==> src/rtl/conv_buf_pkg.sv <==
// conv_buf_pkg -- shared definitions for the strided buffer write path.
//   Descriptor shape layout (B_SHAPE bits): w[8:0], h[17:9], n_wrap_c[24:18].
//   B_BEATS holds the largest tile beat count, 511*511*127.
//   Scheduler state encoding, sticky error bit indices, and helpers that
//   derive beat count / validity from a packed shape.
package conv_buf_pkg;

  localparam int W_LSB   = 0;
  localparam int H_LSB   = 9;
  localparam int C_LSB   = 18;
  localparam int W_W     = 9;
  localparam int H_W     = 9;
  localparam int C_W     = 7;

  localparam int B_SHAPE = 25;
  localparam int B_BEATS = 25;
  localparam int B_SUM   = 7;
  localparam int OCC_W   = 2;

  localparam int ERR_SHAPE = 0;
  localparam int ERR_LAST  = 1;

  typedef enum logic [2:0] {
    IDLE      = 3'd0,
    CALC      = 3'd1,
    WAIT_BANK = 3'd2,
    STREAM    = 3'd3,
    CHECK     = 3'd4
  } state_e;

  // Full-width product; 9+9+7 bits fits B_BEATS exactly, nothing truncates.
  function automatic logic [B_BEATS-1:0] tile_beats(input logic [B_SHAPE-1:0] s);
    return B_BEATS'(s[W_LSB +: W_W]) * B_BEATS'(s[H_LSB +: H_W]) *
           B_BEATS'(s[C_LSB +: C_W]);
  endfunction

  // A zero field would leave the writer spinning forever.
  function automatic logic shape_has_zero(input logic [B_SHAPE-1:0] s);
    return (s[W_LSB +: W_W] == '0) || (s[H_LSB +: H_W] == '0) ||
           (s[C_LSB +: C_W] == '0);
  endfunction

endpackage

==> src/rtl/strided_write_scheduler_if.sv <==
// strided_write_scheduler_if -- bundle of every non-clock signal around the
// scheduler.
//   cmd_*        : descriptor handshake from the layer controller
//   s_*          : DMA beat stream
//   wr_*, shape, n_wrap_c_sum : writer side (wr_last/wr_tog come back)
//   rd_release   : consumer frees the oldest bank
//   occ, tile_done, busy, err : status
// modport master = the scheduler, modport slave = its surroundings.
interface strided_write_scheduler_if #(
  parameter int DATA_WIDTH = 64
);
  import conv_buf_pkg::*;

  logic                   cmd_valid;
  logic                   cmd_ready;
  logic [B_SHAPE-1:0]     cmd_shape;
  logic [B_SUM-1:0]       cmd_n_wrap_c_sum;
  logic                   s_valid;
  logic                   s_ready;
  logic [DATA_WIDTH-1:0]  s_data;
  logic [DATA_WIDTH-1:0]  wr_di;
  logic                   wr_en;
  logic [B_SHAPE-1:0]     shape;
  logic [B_SUM-1:0]       n_wrap_c_sum;
  logic                   wr_last;
  logic                   wr_tog;
  logic                   rd_release;
  logic [OCC_W-1:0]       occ;
  logic                   tile_done;
  logic                   busy;
  logic [1:0]             err;

  modport master (
    input  cmd_valid, cmd_shape, cmd_n_wrap_c_sum, s_valid, s_data,
           wr_last, wr_tog, rd_release,
    output cmd_ready, s_ready, wr_di, wr_en, shape, n_wrap_c_sum,
           occ, tile_done, busy, err
  );

  modport slave (
    output cmd_valid, cmd_shape, cmd_n_wrap_c_sum, s_valid, s_data,
           wr_last, wr_tog, rd_release,
    input  cmd_ready, s_ready, wr_di, wr_en, shape, n_wrap_c_sum,
           occ, tile_done, busy, err
  );

endinterface

==> src/rtl/bank_occ_counter.sv <==
// bank_occ_counter -- ping-pong bank occupancy.
//   clk, rstn : clock, synchronous active-low reset
//   inc_i     : a tile has been committed to a bank
//   dec_i     : consumer released the oldest bank
//   occ_o     : banks filled and not yet released, saturates at N_BANK
module bank_occ_counter
  import conv_buf_pkg::*;
#(
  parameter int N_BANK = 2
) (
  input  logic             clk,
  input  logic             rstn,
  input  logic             inc_i,
  input  logic             dec_i,
  output logic [OCC_W-1:0] occ_o
);

  localparam logic [OCC_W-1:0] OCC_MAX = OCC_W'(N_BANK);

  logic [OCC_W-1:0] occ_q, occ_d;
  logic             dec_ok;

  // A release with nothing held is spurious and is dropped before netting
  // against a same-cycle increment.
  assign dec_ok = dec_i && (occ_q != '0);

  always_comb begin
    occ_d = occ_q;
    if (inc_i && !dec_ok && (occ_q != OCC_MAX))
      occ_d = occ_q + 1'b1;
    else if (dec_ok && !inc_i)
      occ_d = occ_q - 1'b1;
  end

  always_ff @(posedge clk) begin
    if (!rstn) occ_q <= '0;
    else       occ_q <= occ_d;
  end

  assign occ_o = occ_q;

endmodule

==> src/rtl/strided_write_scheduler.sv <==
// strided_write_scheduler -- meters exactly one tile of DMA beats into the
// strided buffer writer per accepted descriptor.
//   clk, rstn : clock, synchronous active-low reset (shared with the writer)
//   bus       : strided_write_scheduler_if.master
//     cmd_*      descriptor in, accepted only in IDLE
//     s_*        beat stream, ready only in STREAM
//     wr_di/en   combinational pass-through of accepted beats
//     shape, n_wrap_c_sum  latched per tile, stable until the next accept
//     wr_last/wr_tog       writer completion / bank toggle, cross-checked
//     rd_release, occ      double-buffer occupancy
//     tile_done, busy, err status; err is sticky until reset
module strided_write_scheduler
  import conv_buf_pkg::*;
#(
  parameter int DATA_WIDTH = 64,
  parameter int N_BANK     = 2
) (
  input  logic                       clk,
  input  logic                       rstn,
  strided_write_scheduler_if.master  bus
);

  localparam logic [2:0] S_IDLE   = 3'(IDLE);
  localparam logic [2:0] S_CALC   = 3'(CALC);
  localparam logic [2:0] S_WAIT   = 3'(WAIT_BANK);
  localparam logic [2:0] S_STREAM = 3'(STREAM);
  localparam logic [2:0] S_CHECK  = 3'(CHECK);

  localparam logic [OCC_W-1:0]   OCC_MAX  = OCC_W'(N_BANK);
  localparam logic [B_BEATS-1:0] ONE_BEAT = B_BEATS'(1);

  logic [2:0]            state_q, state_d;
  logic [B_SHAPE-1:0]    shape_q, shape_d;
  logic [B_SUM-1:0]      sum_q, sum_d;
  logic [B_BEATS-1:0]    beats_q, beats_d;
  logic [1:0]            err_q, err_d;
  logic                  tog_q;
  logic                  pend_q, pend_d;

  logic [OCC_W-1:0]      occ;
  logic [DATA_WIDTH-1:0] beat;
  logic                  in_stream, in_check, beat_acc, tog_chg;

  assign in_stream = (state_q == S_STREAM);
  assign in_check  = (state_q == S_CHECK);
  assign beat_acc  = bus.s_valid && in_stream;
  assign tog_chg   = bus.wr_tog ^ tog_q;

  // Beats go straight through; the writer adds its own register stage.
  assign beat             = bus.s_data;
  assign bus.wr_di        = beat;
  assign bus.wr_en        = beat_acc;

  assign bus.cmd_ready    = (state_q == S_IDLE);
  assign bus.s_ready      = in_stream;
  assign bus.shape        = shape_q;
  assign bus.n_wrap_c_sum = sum_q;
  assign bus.tile_done    = in_check;
  assign bus.busy         = (state_q != S_IDLE);
  assign bus.err          = err_q;
  assign bus.occ          = occ;

  // CHECK always commits a bank, even on a wr_last mismatch, so the
  // consumer side never deadlocks waiting for a tile.
  bank_occ_counter #(.N_BANK(N_BANK)) u_occ (
    .clk   (clk),
    .rstn  (rstn),
    .inc_i (in_check),
    .dec_i (bus.rd_release),
    .occ_o (occ)
  );

  always_comb begin
    state_d = state_q;
    shape_d = shape_q;
    sum_d   = sum_q;
    beats_d = beats_q;
    err_d   = err_q;

    case (state_q)
      S_IDLE: begin
        if (bus.cmd_valid) begin
          shape_d = bus.cmd_shape;
          sum_d   = bus.cmd_n_wrap_c_sum;
          state_d = S_CALC;
        end
      end
      S_CALC: begin
        if (shape_has_zero(shape_q)) begin
          err_d[ERR_SHAPE] = 1'b1;
          state_d          = S_IDLE;
        end else begin
          beats_d = tile_beats(shape_q);
          state_d = S_WAIT;
        end
      end
      S_WAIT: begin
        if (occ < OCC_MAX) state_d = S_STREAM;
      end
      S_STREAM: begin
        if (beat_acc) begin
          beats_d = beats_q - ONE_BEAT;
          if (beats_q == ONE_BEAT) state_d = S_CHECK;
        end
        // The writer can only legitimately flag last in CHECK.
        if (bus.wr_last) err_d[ERR_LAST] = 1'b1;
      end
      S_CHECK: begin
        if (!bus.wr_last) err_d[ERR_LAST] = 1'b1;
        state_d = S_IDLE;
      end
      default: state_d = S_IDLE;
    endcase

    // Toggle bookkeeping: each tile_done owes exactly one wr_tog edge,
    // which may land in the CHECK cycle or any time before the next one.
    if (tog_chg && !pend_q && !in_check) err_d[ERR_LAST] = 1'b1;
    if (in_check && pend_q && !tog_chg)  err_d[ERR_LAST] = 1'b1;
    pend_d = in_check ? (pend_q | ~tog_chg) : (pend_q & ~tog_chg);
  end

  always_ff @(posedge clk) begin
    if (!rstn) begin
      state_q <= S_IDLE;
      shape_q <= '0;
      sum_q   <= '0;
      beats_q <= '0;
      err_q   <= '0;
      tog_q   <= 1'b0;
      pend_q  <= 1'b0;
    end else begin
      state_q <= state_d;
      shape_q <= shape_d;
      sum_q   <= sum_d;
      beats_q <= beats_d;
      err_q   <= err_d;
      tog_q   <= bus.wr_tog;
      pend_q  <= pend_d;
    end
  end

endmodule

==> src/flat_wrapper.sv <==
// flat-port wrapper written by rule: the top's interface ports become plain ports
module strided_write_scheduler_flat import conv_buf_pkg::*;
#(
  parameter int DATA_WIDTH = 64,
  parameter int N_BANK     = 2
)
  (clk, rstn, bus_cmd_valid, bus_cmd_shape, bus_cmd_n_wrap_c_sum, bus_s_valid, bus_s_data, bus_wr_last, bus_wr_tog, bus_rd_release, bus_cmd_ready, bus_s_ready, bus_wr_di, bus_wr_en, bus_shape, bus_n_wrap_c_sum, bus_occ, bus_tile_done, bus_busy, bus_err);
  strided_write_scheduler_if #(.DATA_WIDTH(DATA_WIDTH)) bus_i ();
  input  logic clk;
  input  logic rstn;
  input wire logic [$bits(bus_i.cmd_valid)-1:0] bus_cmd_valid;
  input wire logic [$bits(bus_i.cmd_shape)-1:0] bus_cmd_shape;
  input wire logic [$bits(bus_i.cmd_n_wrap_c_sum)-1:0] bus_cmd_n_wrap_c_sum;
  input wire logic [$bits(bus_i.s_valid)-1:0] bus_s_valid;
  input wire logic [$bits(bus_i.s_data)-1:0] bus_s_data;
  input wire logic [$bits(bus_i.wr_last)-1:0] bus_wr_last;
  input wire logic [$bits(bus_i.wr_tog)-1:0] bus_wr_tog;
  input wire logic [$bits(bus_i.rd_release)-1:0] bus_rd_release;
  output wire logic [$bits(bus_i.cmd_ready)-1:0] bus_cmd_ready;
  output wire logic [$bits(bus_i.s_ready)-1:0] bus_s_ready;
  output wire logic [$bits(bus_i.wr_di)-1:0] bus_wr_di;
  output wire logic [$bits(bus_i.wr_en)-1:0] bus_wr_en;
  output wire logic [$bits(bus_i.shape)-1:0] bus_shape;
  output wire logic [$bits(bus_i.n_wrap_c_sum)-1:0] bus_n_wrap_c_sum;
  output wire logic [$bits(bus_i.occ)-1:0] bus_occ;
  output wire logic [$bits(bus_i.tile_done)-1:0] bus_tile_done;
  output wire logic [$bits(bus_i.busy)-1:0] bus_busy;
  output wire logic [$bits(bus_i.err)-1:0] bus_err;
  assign bus_i.cmd_valid = bus_cmd_valid;
  assign bus_i.cmd_shape = bus_cmd_shape;
  assign bus_i.cmd_n_wrap_c_sum = bus_cmd_n_wrap_c_sum;
  assign bus_i.s_valid = bus_s_valid;
  assign bus_i.s_data = bus_s_data;
  assign bus_i.wr_last = bus_wr_last;
  assign bus_i.wr_tog = bus_wr_tog;
  assign bus_i.rd_release = bus_rd_release;
  assign bus_cmd_ready = bus_i.cmd_ready;
  assign bus_s_ready = bus_i.s_ready;
  assign bus_wr_di = bus_i.wr_di;
  assign bus_wr_en = bus_i.wr_en;
  assign bus_shape = bus_i.shape;
  assign bus_n_wrap_c_sum = bus_i.n_wrap_c_sum;
  assign bus_occ = bus_i.occ;
  assign bus_tile_done = bus_i.tile_done;
  assign bus_busy = bus_i.busy;
  assign bus_err = bus_i.err;
  strided_write_scheduler #(.DATA_WIDTH(DATA_WIDTH), .N_BANK(N_BANK)) u_core (.clk(clk), .rstn(rstn), .bus(bus_i));
endmodule
==> config.mk <==
export PLATFORM = sky130hd
export DESIGN_NAME = strided_write_scheduler_flat
export DESIGN_NICKNAME = d
export VERILOG_FILES = /design/src/rtl/conv_buf_pkg.sv /design/src/rtl/strided_write_scheduler_if.sv /design/src/rtl/bank_occ_counter.sv /design/src/rtl/strided_write_scheduler.sv /design/src/flat_wrapper.sv
export SDC_FILE = /design/constraint.sdc
export NUM_CORES = 1
export LEC_CHECK = 0
export CORE_MARGIN = 5
export CORE_UTILIZATION = 49
export CTS_CLUSTER_SIZE = 14
export DETAILED_ROUTE_END_ITERATION = 10
export HOLD_SLACK_MARGIN = 0.03
export PLACE_DENSITY = 0.8
export SLEW_MARGIN = 20
export SYNTH_ARGS = -nofsm -noshare
export SYNTH_HDL_FRONTEND = slang
export SYNTH_SLANG_ARGS = --single-unit
==> constraint.sdc <==
create_clock -name clk -period 7.7 [get_ports clk]
set_input_delay 1.54 -clock clk [delete_from_list [all_inputs] [get_ports clk]]
set_output_delay 1.54 -clock clk [all_outputs]
set_load 0.005 [all_outputs]
* After elaboration in Yosys (flattened, before gate mapping)
Index checks and enable logic that the tools add are counted.
** Storage, ports and cells
- Flip-flop bits (word level) :: 66
- Input port bits :: 103
- Word-level logic and storage cells :: 78
- Output and inout bits :: 105
** Operators by class
- $add $sub $neg :: 3
- Muxes and demuxes :: 17
- Magnitude comparators :: 1
- Bitwise gates (word level) :: 4
- Multiply operators :: 2
- Reduce and logical (&&, ||, !) cells :: 29
- Equality and inequality tests :: 13
** Operator list (count)
- two-way mux 25 bit :: 2
- one-hot mux 25 bit (2 select lines) :: 1
- == test 25 x 1 -> 1 bit, second input constant :: 1
- multiplier 18 x 7 -> 25 bit :: 1
- subtractor 25 x 1 -> 25 bit, second input constant :: 1
- logical NOT 9 bit :: 2
- multiplier 9 x 9 -> 18 bit :: 1
- two-way mux 3 bit :: 4
- one-hot mux 3 bit (4 select lines) :: 1
- != test 2 bit, second input constant :: 5
- logical AND 1 bit :: 9
- != test 4 bit, second input constant :: 2
- logical NOT 7 bit :: 1
- == test 3 x 2 -> 1 bit, second input constant :: 2
- two-way mux 2 bit :: 3
- AND reduction 3 bit :: 2
- nonzero test 2 bit :: 3
- two-way mux 1 bit :: 5
- logical NOT 1 bit :: 4
- AND reduction 2 bit :: 2
- AND reduction 4 bit :: 1
- nonzero test 4 bit :: 1
- == test 3 x 1 -> 1 bit, second input constant :: 1
- == test 3 bit, second input constant :: 1
- 12 further kinds :: 13

* Logic depth before layout (Yosys ltp)
- Word-level depth :: 6
- Depth in mapped cells :: 36
- Mapped depth without buffers :: 34

* By module
Synthesis repeated with hierarchy kept, for this count alone.
** Unflattened totals
- Cells, all modules :: 1276
- Area total of the unflattened synthesis :: 10181.0 um2
** Modules (own cells, without submodules)
- strided_write_scheduler :: instances 1, cells an instance 1263, seq. area each 1281.2 um2, area each 10069.7 um2
- bank_occ_counter :: instances 1, cells an instance 13, seq. area each 40.0 um2, area each 111.4 um2

* Least setup slack after synthesis
No wires, ideal clock.
- Path kind :: register -> register
- Start point :: register u_core.shape_q[9], in the netlist u_core.bus.shape[9]
- End point :: register u_core.beats_q[22]
- Library setup time :: 92 ps
- Clock period less this slack :: 8492 ps
- Data arrival time :: 8400 ps
- Cell stages (with the launch flop) :: 31
- Path slack :: -792 ps
- Path buffers :: 1
- Required time :: 7608 ps
- Path through :: dfxtp_1 clkbuf_1 nand2_1 fa_1 inv_1 fa_1 inv_1 fa_1 fa_1 inv_1 ha_1 o21ai_0 a21boi_0 o21a_1 o21a_1 xor2_1 and2_1 fa_1 fa_1 fa_1 inv_1 fa_1 inv_1 ha_1 and3_1 and3b_1 a311oi_4 a21oi_1 or2_1 a221o_1 o32ai_1
** On the way
- Longest elaborated chain between the ends :: 5
- Elaborated cells between the ends (all ways) :: 9
- Classes of those cells :: 2 x mul; 1 x eq/ne; 2 x mux; 4 x reduce/logical
** Ends and longest elaborated chain
- from (decl) :: line strided_write_scheduler.sv:33 : logic [B_SHAPE-1:0] shape_q, shape_d;
- from (signal assigned) :: line strided_write_scheduler.sv:133 : shape_q <= shape_d;
- parallel branches: the longest is 5 deep, another holds multiplier 18 x 7 -> 25 bit
- to (signal assigned) :: line strided_write_scheduler.sv:135 : beats_q <= beats_d;
- to (decl) :: line strided_write_scheduler.sv:35 : logic [B_BEATS-1:0] beats_q, beats_d;
Parallel ways; which one is timed is not known. The select of a mux whose other input is x is not followed.
A chain may end at the register's enable or synchronous reset.

* Worst setup path in the final report
- Start point :: register u_core.shape_q[9], in the netlist u_core.bus.shape[9]
- End point :: register u_core.beats_q[18]
The elaborated chain is that of the path after synthesis.

==> impl_metrics.env <==
export IMPL_status="finished with violations"
export IMPL_violations="negative setup slack"
export IMPL_dp_hpwl_microns=21100
export IMPL_synth_edf_count=0
export IMPL_timing_fmax_mhz=127
export IMPL_syn_area_sq_mm=0.0104
export IMPL_fillers=1695
export IMPL_worstHoldPathType="flop to flop"
export IMPL_yosysMostFrequentCell="nand2_1"
export IMPL_synth_area_leaders="fa_1 25%, dfxtp_1 13%, ha_1 10%"
export IMPL_finalClockSkew_ps=11.1
export IMPL_worst_path_max_delay_cell="fa_2"
export IMPL_crit_start="u_core.bus.shape[9]"
export IMPL_n_antenna_cell=0
export IMPL_cts_root_buffer="clkbuf_16"
export IMPL_async_flop_share_pct=0
export IMPL_irDropWorstVdd_mv=0.150
export IMPL_synthDistinctLibCells=68
export IMPL_first_pass_iters=5
export IMPL_die_y_microns=155
export IMPL_coreArea_sq_mm=0.0209
export IMPL_p_leak_nw=5.92
export IMPL_via_count=9451
export IMPL_crit_fanout=7
export IMPL_wirelength_microns=28200
export IMPL_synthTopCellsByCount="182 x nand2_1, 168 x inv_1, 129 x fa_1, 111 x and2_1, 86 x a21oi_1"
export IMPL_cp_arrival_ps=8160
export IMPL_avgRoutedWirePerCell_microns=16.8
export IMPL_synth_cells=1303
export IMPL_cts_sinks=66
export IMPL_worstPathRequired_ps=7960
export IMPL_dp_cells=1649
export IMPL_globalRouteOverflowTotal=0
export IMPL_grt_max_degree=55
export IMPL_die_area_sq_mm=0.0242
export IMPL_ys_seq_area_share_pct=12.8
export IMPL_tightest_slew_ps=1040
export IMPL_htree_levels=3
export IMPL_gp_congestion=0.913
export IMPL_cap_viol_max_count=0
export IMPL_rr_startpoint="u_core.bus.shape[9]"
export IMPL_min_delay_start="u_core.beats_q[14]"
export IMPL_clockBufferDepth=2
export IMPL_endpoint_kind="flop"
export IMPL_cellPowerDensity_mw_per_mm2=114
export IMPL_fin_total_pwr_mw=1.44
export IMPL_synth_top_area_share_pct=24.9
export IMPL_finalSetupViolations=6
export IMPL_slew_violations=0
export IMPL_post_route_period_util_pct=103
export IMPL_cp_start_kind="flop"
export IMPL_grt_usage_pct=23.3
export IMPL_synth_area_per_cell_sq_um=7.95
export IMPL_clk_latency_ps=340
export IMPL_cpMostUsedCell="fa_1"
export IMPL_nNetsFinal=1713
export IMPL_drive_above_1_share_pct=18.4
export IMPL_crit_type="flop to flop"
export IMPL_ys_ff_latch=66
export IMPL_avgViaCountPerCell=5.63
export IMPL_synthToLayoutAreaGrowth_pct=21.8
export IMPL_post_route_cell_area_sq_mm=0.0126
export IMPL_rsz0062_at_grt="true"
export IMPL_die_width_microns=155
export IMPL_min_period_ps=7900
export IMPL_boundaryPins=208
export IMPL_ff_latch_area_sq_mm=0.00136
export IMPL_cts_inserted_buffers=9
export IMPL_grt_antenna_before_repair=0
export IMPL_cts_tree="done"
export IMPL_ys_warn_count=0
export IMPL_clk_pin_slew_worst_paths_ps=60
export IMPL_hold_viol=0
export IMPL_placementRows=53
export IMPL_grt_pass1_wl_microns=46900
export IMPL_io_buffers=79
export IMPL_synth_ff_type="dfxtp_1"
export IMPL_finalNonFillerCells=1678
export IMPL_slew_headroom_pct=30.7
export IMPL_grt_pass1_vias=9920
export IMPL_synth_fp_nets=1618
export IMPL_yosys_area_top_type="fa_1"
export IMPL_drcViolationCount=0
export IMPL_placed_area_sq_mm=0.0118
export IMPL_antenna_left=0
export IMPL_drt_iter0_drc=582
export IMPL_cpPeakStageDelay_ps=550
export IMPL_multiInputGateArea_sq_mm=0.00820
export IMPL_start_util_pct=49.6
export IMPL_setup_slack_ps=-201
[cell usage in the layout (no fill, tap or decap), drive strengths merged, types with 27 or more instances in the layout]
cell           instances
and2                 111
o21ai                 51
buf                  127
a21oi                 86
inv                  170
ha                    83
nor2                  58
fa                   129
nor3                  27
nand2                182
dfxtp                 66
clkdlybuf4s50         79
[critical path, delay by kind of cell, from the launching register on]
family	cells	cell delay, ps
compound gates	9	1730
xor+xnor	1	200
fa+ha+maj	11	4070
buf+inv	7	600
flops	1	380
simple gates	5	850
[per-layer routing]
| layer | vias up | track usage, % | share of wire (%) |
|---|---|---|---|
| met5 | - | 0 | 0 |
| met3 | 66 | 4.09 | 7.4 |
| li1 | 4373 | - | - |
| met4 | 0 | 8.05 | 2.6 |
| met2 | 408 | 41.0 | 51 |
| met1 | 4604 | 28.9 | 39 |
[cell type report]
type	count	area share, %
Clock buffer	10	1.89
Clock inverter	6	0.516
Inverter	169	5.03
Multi-Input combinational cell	946	65.0
Sequential cell	66	10.8
Tap cell	275	2.73
Timing Repair Buffer	206	14.1
[final timing paths]
path	end	slack [ps]	cells past startpoint
worst min register to register	u_core.beats_q[14]	450	2
worst min-delay path	u_core.beats_q[14]	450	2
worst max-delay path	u_core.beats_q[18]	-200	33
worst max register to register	u_core.beats_q[18]	-200	33
[per-stage QoR]
stage,TNS (ps),hold WS [ps],util [%],setup slack [ps]
2_1_floorplan,-39.7,427,-,-23.3
3_3_place_gp,-1200,440,56.5,-273
3_5_place_dp,-2620,442,56.5,-406
4_1_cts,-479,448,59.1,-138
5_1_grt,-4110,469,60.4,-531
6_report,-722,450,60.4,-201
[state kept, by name (all words and copies together) (netlist names)]
name                     cells
u_core.bus.err               2
u_core.beats_q              25
u_core.bus.shape            25
u_core.u_occ.occ_o           2
u_core.bus.n_wrap_c_sum      7
u_core.pend_q                1
u_core.tog_q                 1
u_core.state_q               3
[where the power goes]
part	switching (mW)	internal (mW)	leakage, nW
clock network	0.176	0.260	0.149
logic	0.322	0.263	5.22
registers	0.0478	0.369	0.547
[logic make-up (layout without fill, tap and decap cells)]
family / Yosys count / in the layout / synth area share, %
flops: 66 / 66 / 12.8
simple gates: 491 / 491 / 24.0
buf+inv: 291 / 391 / 13.0
fa+ha+maj: 212 / 212 / 35.0
mux: 3 / 3 / 0.290
xor+xnor: 21 / 21 / 1.78
compound gates: 219 / 219 / 13.2
[repair_timing]
| item | in CTS | in global routing |
|---|---|---|
| buffers inserted | 7 | 5 |
| pin swaps | 29 | 26 |
| setup endpoints to repair | 11 | 13 |
| gates resized for setup | 58 | 51 |
| hold buffers | 0 | 0 |
No activity file was read; power rests on OpenSTA's default activity.
